[src/rtl/uart_tx_cfg.sv]
// uart_tx_cfg: parametrised UART transmitter with a runtime clock-per-bit divisor.
// Each accepted word goes out as a start bit, DATA_WIDTH data bits (LSB first),
// an optional parity bit and STOP_BITS stop bits. Bit timing comes from a
// clock-enable timer in the clk domain.
//
// Ports:
//   clk      system clock
//   i_reset  synchronous, active-high reset
//   i_div    clk cycles per bit, latched at accept (values below 2 act as 2)
//   i_data   word to send, latched at accept
//   i_valid  source has a word
//   o_ready  word accepted this cycle when i_valid is also high
//   o_tx     registered serial line, idle high
//   o_busy   frame in progress
//   o_done   single-cycle pulse on the final cycle of the last stop bit
module uart_tx_cfg #(
    parameter int DATA_WIDTH = 8,
    parameter int DIV_WIDTH  = 16,
    parameter int PARITY     = 0,
    parameter int STOP_BITS  = 1
) (
    input  logic                  clk,
    input  logic                  i_reset,
    input  logic [DIV_WIDTH-1:0]  i_div,
    input  logic [DATA_WIDTH-1:0] i_data,
    input  logic                  i_valid,
    output logic                  o_ready,
    output logic                  o_tx,
    output logic                  o_busy,
    output logic                  o_done
);

    localparam logic [2:0] S_IDLE   = 3'd0;
    localparam logic [2:0] S_START  = 3'd1;
    localparam logic [2:0] S_DATA   = 3'd2;
    localparam logic [2:0] S_PARITY = 3'd3;
    localparam logic [2:0] S_STOP   = 3'd4;

    localparam int CNT_W = $clog2(DATA_WIDTH);
    localparam logic [CNT_W-1:0]     BIT_LAST  = CNT_W'(DATA_WIDTH - 1);
    localparam logic                 STOP_LAST = (STOP_BITS == 2);
    localparam logic [DIV_WIDTH-1:0] DIV_ONE   = DIV_WIDTH'(1);
    localparam logic [DIV_WIDTH-1:0] DIV_MIN   = DIV_WIDTH'(2);

    logic [2:0]            state;
    logic [DIV_WIDTH-1:0]  timer;
    logic [DIV_WIDTH-1:0]  div_l;
    logic [CNT_W-1:0]      bit_cnt;
    logic                  stop_cnt;
    logic [DATA_WIDTH-1:0] shreg;
    logic                  par_bit;
    logic                  tx_q;

    logic                  bit_wrap;
    logic                  frame_end;
    logic                  accept;
    logic [DIV_WIDTH-1:0]  div_eff;
    logic                  par_new;

    always_comb begin
        bit_wrap  = (timer == (div_l - DIV_ONE));
        frame_end = (state == S_STOP) && (stop_cnt == STOP_LAST) && bit_wrap;
        o_ready   = (state == S_IDLE) || frame_end;
        o_done    = frame_end;
        o_busy    = (state != S_IDLE);
        o_tx      = tx_q;
        accept    = i_valid && o_ready;
        div_eff   = (i_div < DIV_MIN) ? DIV_MIN : i_div;
        par_new   = (PARITY == 2) ? ~(^i_data) : (^i_data);
    end

    always_ff @(posedge clk) begin
        if (i_reset) begin
            state    <= S_IDLE;
            timer    <= '0;
            div_l    <= '0;
            bit_cnt  <= '0;
            stop_cnt <= 1'b0;
            shreg    <= '0;
            par_bit  <= 1'b0;
            tx_q     <= 1'b1;
        end else if (accept) begin
            // Accept can happen in IDLE or on the final stop cycle; both start a frame.
            state    <= S_START;
            tx_q     <= 1'b0;
            timer    <= '0;
            div_l    <= div_eff;
            shreg    <= i_data;
            par_bit  <= par_new;
            bit_cnt  <= '0;
            stop_cnt <= 1'b0;
        end else if (state != S_IDLE) begin
            if (!bit_wrap) begin
                timer <= timer + DIV_ONE;
            end else begin
                timer <= '0;
                case (state)
                    S_START: begin
                        state   <= S_DATA;
                        tx_q    <= shreg[0];
                        shreg   <= shreg >> 1;
                        bit_cnt <= '0;
                    end
                    S_DATA: begin
                        if (bit_cnt == BIT_LAST) begin
                            if (PARITY != 0) begin
                                state <= S_PARITY;
                                tx_q  <= par_bit;
                            end else begin
                                state    <= S_STOP;
                                tx_q     <= 1'b1;
                                stop_cnt <= 1'b0;
                            end
                        end else begin
                            bit_cnt <= bit_cnt + 1'b1;
                            tx_q    <= shreg[0];
                            shreg   <= shreg >> 1;
                        end
                    end
                    S_PARITY: begin
                        state    <= S_STOP;
                        tx_q     <= 1'b1;
                        stop_cnt <= 1'b0;
                    end
                    S_STOP: begin
                        if (stop_cnt == STOP_LAST) begin
                            state <= S_IDLE;
                            tx_q  <= 1'b1;
                        end else begin
                            stop_cnt <= 1'b1;
                        end
                    end
                    default: begin
                        state <= S_IDLE;
                        tx_q  <= 1'b1;
                    end
                endcase
            end
        end else begin
            tx_q <= 1'b1;
        end
    end

endmodule

[config.mk]
export PLATFORM = sky130hd
export DESIGN_NAME = uart_tx_cfg
export DESIGN_NICKNAME = d
export VERILOG_FILES = /design/src/rtl/uart_tx_cfg.sv
export SDC_FILE = /design/constraint.sdc
export NUM_CORES = 1
export LEC_CHECK = 0
export ABC_CLOCK_PERIOD_IN_PS = 6490
export BUFFER_PORTS_ARGS = -buffer_cell sky130_fd_sc_hd__buf_4
export CAP_MARGIN = 5
export CORE_MARGIN = 2
export CORE_UTILIZATION = 48
export CTS_BUF_LIST = sky130_fd_sc_hd__clkbuf_8
export DETAILED_ROUTE_END_ITERATION = 8
export HOLD_SLACK_MARGIN = 0.1
export PLACE_DENSITY = 0.79
export SLEW_MARGIN = 5
export SYNTH_ARGS = -nofsm -noshare
export SYNTH_HDL_FRONTEND = slang
export SYNTH_SLANG_ARGS = --single-unit
[constraint.sdc]
create_clock -name clk -period 6.49 [get_ports clk]
set_input_delay 0.3245 -clock clk [delete_from_list [all_inputs] [get_ports clk]]
set_output_delay 0.3245 -clock clk [all_outputs]
set_load 0.1 [all_outputs]
==> results.md, run 1 <==
* Sinks on Clock Net at 47
* # placed instances at 377
* HP Class: primary input to flip-flop
* IO buf count at 30
* Util after Layout at 56.4%
* Status: finished, final reports clean
* Final setup vio count at 0
* Antenna-violating nets left at 0
* Num rows at 26
* Final #Nets at 345
* Post-route setup slack at 3.00 ns
* Global Route Usage Sum at between 10% and 20%
* Gpl congestion at 0.872
* Post-Synthesis Net Count at 322
* Die area at 5910 µm²
* Unique cell type count in the Yosys netlist at 51
* Worst VDD drop at approximately 0.12 mV
* WL/cell at between 10 and 15 µm
* Die height at 76.9 µm
* CTS buffer count at 5
* Core box area at 5110 µm²
* Worst slew margin at 21.8%
* Register clock-pin slew on the reported worst setup and hold paths at 0.08 ns
* Yosys warnings at 0
* TritonCTS clock tree: yes
* Share of post-route cells with drive strength above 1 at 15.6%
* Clock Skew at 0.00455 ns
* RSZ-0062 raised after global routing: no
* Synth Cell Area at between 2000 and 3000 µm²
* # diodes at 0
* Synth top area cells: dfxtp_1, xor2_1, a22o_1, nor2_1, a21oi_1
* Starting Density at 49.9%
* Largest net degree at the start of global routing at 15
* CP Max Fanout at 14
* Yosys top cell area share at a little under two fifths
* Vias in the first global route at 2,084
* Cells after synthesis at approximately 290
* I/O Pins at 31
* Crit end category: flip-flop
* Smallest hold slack at 0.247 ns
* Dpl hpwl at 4.21 mm
* Cell Pwr Density at 214 nW/µm²
* Post-Syn Area per Cell at slightly below 9 µm²
* Setup WS pre-CTS at 3.01 ns
* First-pass GRT wire length at ~9.6 mm
* Clock Path Buffers at 2
* Most frequent cells in the layout: dfxtp_1, buf_4, nor2_1, xor2_1, nand2_1
* Seq/Total Area, Yosys at 36.9%
* # hold bufs at CTS at 0
* DIE WIDTH at 76.9 µm
* Tmin final at 3.49 ns
* P&R area growth vs syn at 13.0%
* #FFs+latches synth at 47
* Final hold viol count at 0
* Max-slew violations at 0
* Postcts setup bufs at 0
* Startpoint type of the worst setup path: flip-flop
* Crit path DAT at 3.71 ns
* Max Freq at ~290 MHz
* Max-Cap Viols at 0
* H-tree depth at 2
* Largest area contributor in the netlist: dfxtp_1
* Vias/cell at 5.79
* Commonest non-fill, non-tap cell in the layout: dfxtp_1
* Routed Wire Length at between 5 and 6 mm
* Final setup TNS at 0 ns
* Gates resized, CTS repair at 0
* Congestion Overflow GR at 0
* Fin crit share at between 50% and 60%
* Slew at the pin closest to its max-slew limit at between 1 and 1.5 ns
* Via count at between 2,000 and 2,500
* P_leak at 1.15 nW
* Clk Latency, worst-skew pair at ~0.29 ns
* Post-route DRC at 0
* Finished Layout Cells at 384
* Antenna violations before repair at 0
* Initial DRC count at about 150
* First-pass DRT Iterations at 5
* CTS Root Cell: clkbuf_8
* Kind of critical path: flip-flop to flip-flop
* Crit path required time at 6.72 ns
synth_stat cells (all sizes together):
cell type  count
dfxtp         47
nor2          28
nand2         21
xor2          21
a21oi         20
a22o          13
nand3         11
xnor2         11
and3           9
mux2i          9
nand4          9
nor3           9
buf            8
nor4           7
o31ai          7
clkbuf         6
o21ai          6
inv            5
ha             4
nand3b         4
or4            3
a2111oi        2
a211oi         2
a22oi          2
a31o           2
a31oi          2
and2           2
nand2b         2
o2111ai        2
o211ai         2
o21a           2
or2            2
or3            2
or4b           2
a2111o         1
a211o          1
and4           1
nor4b          1
o211a          1
o311ai         1
o31a           1
layout make-up:
| cell class | instances | area, µm² |
|---|---|---|
| flip-flops and latches | 47 | 941 |
| multi-input cells | 225 | 1520 |
| inverters | 5 | 18.8 |
| well taps | 70 | 87.6 |
| clock inverters | 1 | 5.00 |
| repair buffers | 30 | 225 |
| clock buffers | 6 | 82.6 |
| fillers | 473 | 2230 |
cells by family (layout without fill, tap and decap cells):
| family | after synthesis | in the layout | synth area share, % |
|---|---|---|---|
| xor gates and xnor gates | 32 | 32 | 11.0 |
| DFF | 47 | 47 | 36.9 |
| and+or+nand+nor | 113 | 113 | 23.6 |
| muxes | 9 | 9 | 3.54 |
| adders and majority gates | 4 | 4 | 1.96 |
| AOI/OAI and AO/OA | 67 | 67 | 19.5 |
| buffers and inverters | 19 | 42 | 3.44 |
flip-flops by register name, summed over array words and instances, names as in the netlist:
| register | cells |
|---|---|
| div_l | 16 |
| timer | 16 |
| shreg | 8 |
| state | 3 |
| o_tx | 1 |
| bit_cnt | 3 |
final timing paths:
path                           start                       to  slack, ns  cells after the start
min                         i_div[7]    div_l[7]$_SDFFE_PP0N_       0.25                      2
max            div_l[0]$_SDFFE_PP0N_    timer[6]$_SDFFE_PP0N_       3.00                      9
min reg2reg  bit_cnt[1]$_SDFFE_PP0P_  bit_cnt[1]$_SDFFE_PP0P_       0.47                      2
max reg2reg    div_l[0]$_SDFFE_PP0N_    timer[6]$_SDFFE_PP0N_       3.00                      9
stage by stage:
stage                     total power, mW  cell area [µm²]
final                               0.616             2880
after global routing                0.644             2880
after floorplan                     0.411             2550
after CTS                           0.620             2880
after detailed placement            0.446             2790
after global placement              0.442             2790
routing by layer:
metal	vias to the layer above	routed length [µm]	track usage [%]	part of all wire, %
li1	1124	-	-	-
met3	13	222	3.06	4.0
met1	1031	2520	26.2	45
met5	-	0	0	0
met2	54	2720	32.8	49
met4	0	135	7.27	2.4
power breakdown:
part / internal (mW) / switching (mW)
clock network: 0.0837 / 0.0922
logic: 0.0508 / 0.0723
registers: 0.301 / 0.0155
critical path, stage by stage (launching register included):
cell and delay, ns:
dfxtp_1 0.36, inv_1 0.07, ha_1 0.19, or4b_2 0.65, nor3_1 0.25, nor2_1 0.07
a31o_2 0.26, a31oi_1 0.94, o211ai_2 0.43, nor2_1 0.20
Power figures use the tool's default switching activity.
==> run 2, diff against run 1 <==
--- a/config.mk
+++ b/config.mk
@@ -5,7 +5,7 @@
 export SDC_FILE = /design/constraint.sdc
 export NUM_CORES = 1
 export LEC_CHECK = 0
-export ABC_CLOCK_PERIOD_IN_PS = 6490
+export ABC_CLOCK_PERIOD_IN_PS = 3350
 export BUFFER_PORTS_ARGS = -buffer_cell sky130_fd_sc_hd__buf_4
 export CAP_MARGIN = 5
 export CORE_MARGIN = 2
==> constraint.sdc (replaced) <==
create_clock -name clk -period 3.35 [get_ports clk]
set_input_delay 0.1675 -clock clk [delete_from_list [all_inputs] [get_ports clk]]
set_output_delay 0.1675 -clock clk [all_outputs]
set_load 0.1 [all_outputs]
==> run 2 against run 1 <==
Clock power is 83% higher. Global-route usage is 0.63 points higher. Largest power group unchanged. Largest cell class unchanged. Non-clock buffer count is 14 higher. Die area stayed put. Critical path depth stayed put. Combinational power is 100% higher. Highest routed layer unchanged. Critical path type is now flip-flop to output port. Via count is 3.5% higher. Routed wire length is 3.6% higher. Sequential share of layout area is 1.4 points lower. Cell count is 3.9% higher.
==> results.md, run 2 (synthesis results as in run 1) <==
* Max stage delay on crit path at 0.66 ns
* First-pass DRT Iterations at 4
* TritonCTS clock tree: yes
* Commonest non-fill, non-tap cell in the layout: dfxtp_1
* Worst path buffer plus inverter count at 2
* Clock Path Buffers at 2
* Max stage delay cell, worst path: or4b_2
* Routed Wire Length at 5.80 mm
* Kind of critical path: flip-flop to output port
* Crit path DAT at 2.99 ns
* Num rows at 26
* P_leak at 1.21 nW
* Cell Pwr Density at 394 nW/µm²
* Final setup vio count at 0
* P&R area growth vs syn at 18.2%
* Status: finished, final reports clean
* Most frequent cells in the layout: dfxtp_1, buf_4, nor2_1, xor2_1, nand2_1
* Sinks on Clock Net at 47
* CTS buffer count at 5
* IO buf count at 30
* Clock Skew at 0.00876 ns
* Max-Cap Viols at 0
* Starting Density at 49.9%
* Antenna violations before repair at 0
* Vias/cell at 5.76
* CTS Root Cell: clkbuf_8
* Biggest regs: div_l (16), timer (16), shreg (8)
* Vias in the first global route at 2,335
* Clk Latency, worst-skew pair at 0.29 ns
* Global Route Usage Sum at 20.5%
* Die area at 5910 µm²
* First-pass GRT wire length at a little over 10 mm
* Startpoint type of the worst setup path: flip-flop
* Smallest hold slack at between 0.1 and 0.15 ns
* Register clock-pin slew on the reported worst setup and hold paths at 0.09 ns
* Max-slew violations at 0
* Largest net degree at the start of global routing at 15
* Top Family by Delay on Critical Path: simple AND/OR/NAND/NOR gates
* Gpl congestion at 0.805
* Dpl hpwl at ~4.3 mm
* H-tree depth at 2
* # diodes at 0
* Via count at 2,299
* Core box area at 5110 µm²
* Crit end category: output port
* Worst VDD drop at ~0.30 mV
* Slew at the pin closest to its max-slew limit at 0.566 ns
* CP Max Fanout at 9
* Share of post-route cells with drive strength above 1 at 17.3%
* Postcts setup bufs at 0
* WL/cell at about 15 µm
* Worst slew margin at 62.3%
* Tmin final at 3.16 ns
* RSZ-0062 raised after global routing: no
* Crit path cell chain: inv_1 -> ha_1 -> or4b_2 -> o21ai_0 -> o311ai_0 -> a22oi_2 -> nand3_2 -> o21ai_2 -> buf_4
* Congestion Overflow GR at 0
* Max Freq at 316 MHz
* Fin crit share at 94.4%
* Antenna-violating nets left at 0
* Fillers at 470
* I/O Pins at 31
* Crit path required time at about 3.2 ns
* Final setup TNS at 0 ns
* Final hold viol count at 0
* Post-route DRC at 0
* HP Class: primary input to flip-flop
* Final #Nets at between 300 and 400
* DIE WIDTH at 76.9 µm
* Initial DRC count at 68
* Die height at about 77 µm
* Power Total at approximately 1.2 mW
## run 2: cell count changes in the layout (fill, tap and decap cells not counted), sizes merged
cell,delta
clkbuf,-1
dlygate4sd3,+9
clkinv,+2
buf,+5
## run 2: routing by layer
layer,wire length (µm),global-route usage [%],vias up
li1,-,-,1154
met1,2550,23.8,1092
met2,2950,37.5,47
met3,244,4.35,6
met4,55,6.18,0
met5,0,0,-
## run 2: worst paths after layout
| check | from | endpoint | slack (ns) | cells past startpoint |
|---|---|---|---|---|
| worst max-delay path | div_l[0]$_SDFFE_PP0N_ | o_ready | 0.19 | 9 |
| worst min-delay path | i_div[11] | div_l[11]$_SDFFE_PP0N_ | 0.11 | 2 |
| worst max register to register | div_l[0]$_SDFFE_PP0N_ | div_l[12]$_SDFFE_PP0N_ | 0.26 | 10 |
| worst min register to register | bit_cnt[2]$_SDFFE_PP0P_ | bit_cnt[2]$_SDFFE_PP0P_ | 0.46 | 2 |
## run 2: what timing repair did
item | 4_1_cts | 5_1_grt
resized for setup | 0 | 1
setup endpoints to repair | 0 | 13
endpoints found under the hold margin | 12 | 0
hold buffers | 9 | 0
## run 2: area by class of cell
type | instances | area [µm²] | area share, %
repair buffers | 44 | 353 | 11.7
well taps | 70 | 87.6 | 2.91
clock inverters | 3 | 15.0 | 0.499
clock buffers | 5 | 68.8 | 2.29
inverters | 5 | 18.8 | 0.623
flip-flops and latches | 47 | 941 | 31.3
multi-input cells | 225 | 1530 | 50.7
## run 2: report_power, final
part | internal (mW) | leakage, nW | switching [mW] | total, mW
logic | 0.109 | 0.781 | 0.143 | 0.252
clock network | 0.143 | 0.0477 | 0.179 | 0.322
registers | 0.583 | 0.384 | 0.0308 | 0.614
## run 2: metrics by stage
step	setup WS, ns	instance area (µm²)	utilization [%]	instances
after floorplan	0.0507	2550	-	291
after global placement	0.250	2830	55.5	382
after detailed placement	0.0963	2830	55.5	382
after CTS	0.0675	3010	58.9	399
after global routing	0.00381	3010	58.9	399
final	0.189	3010	58.9	399
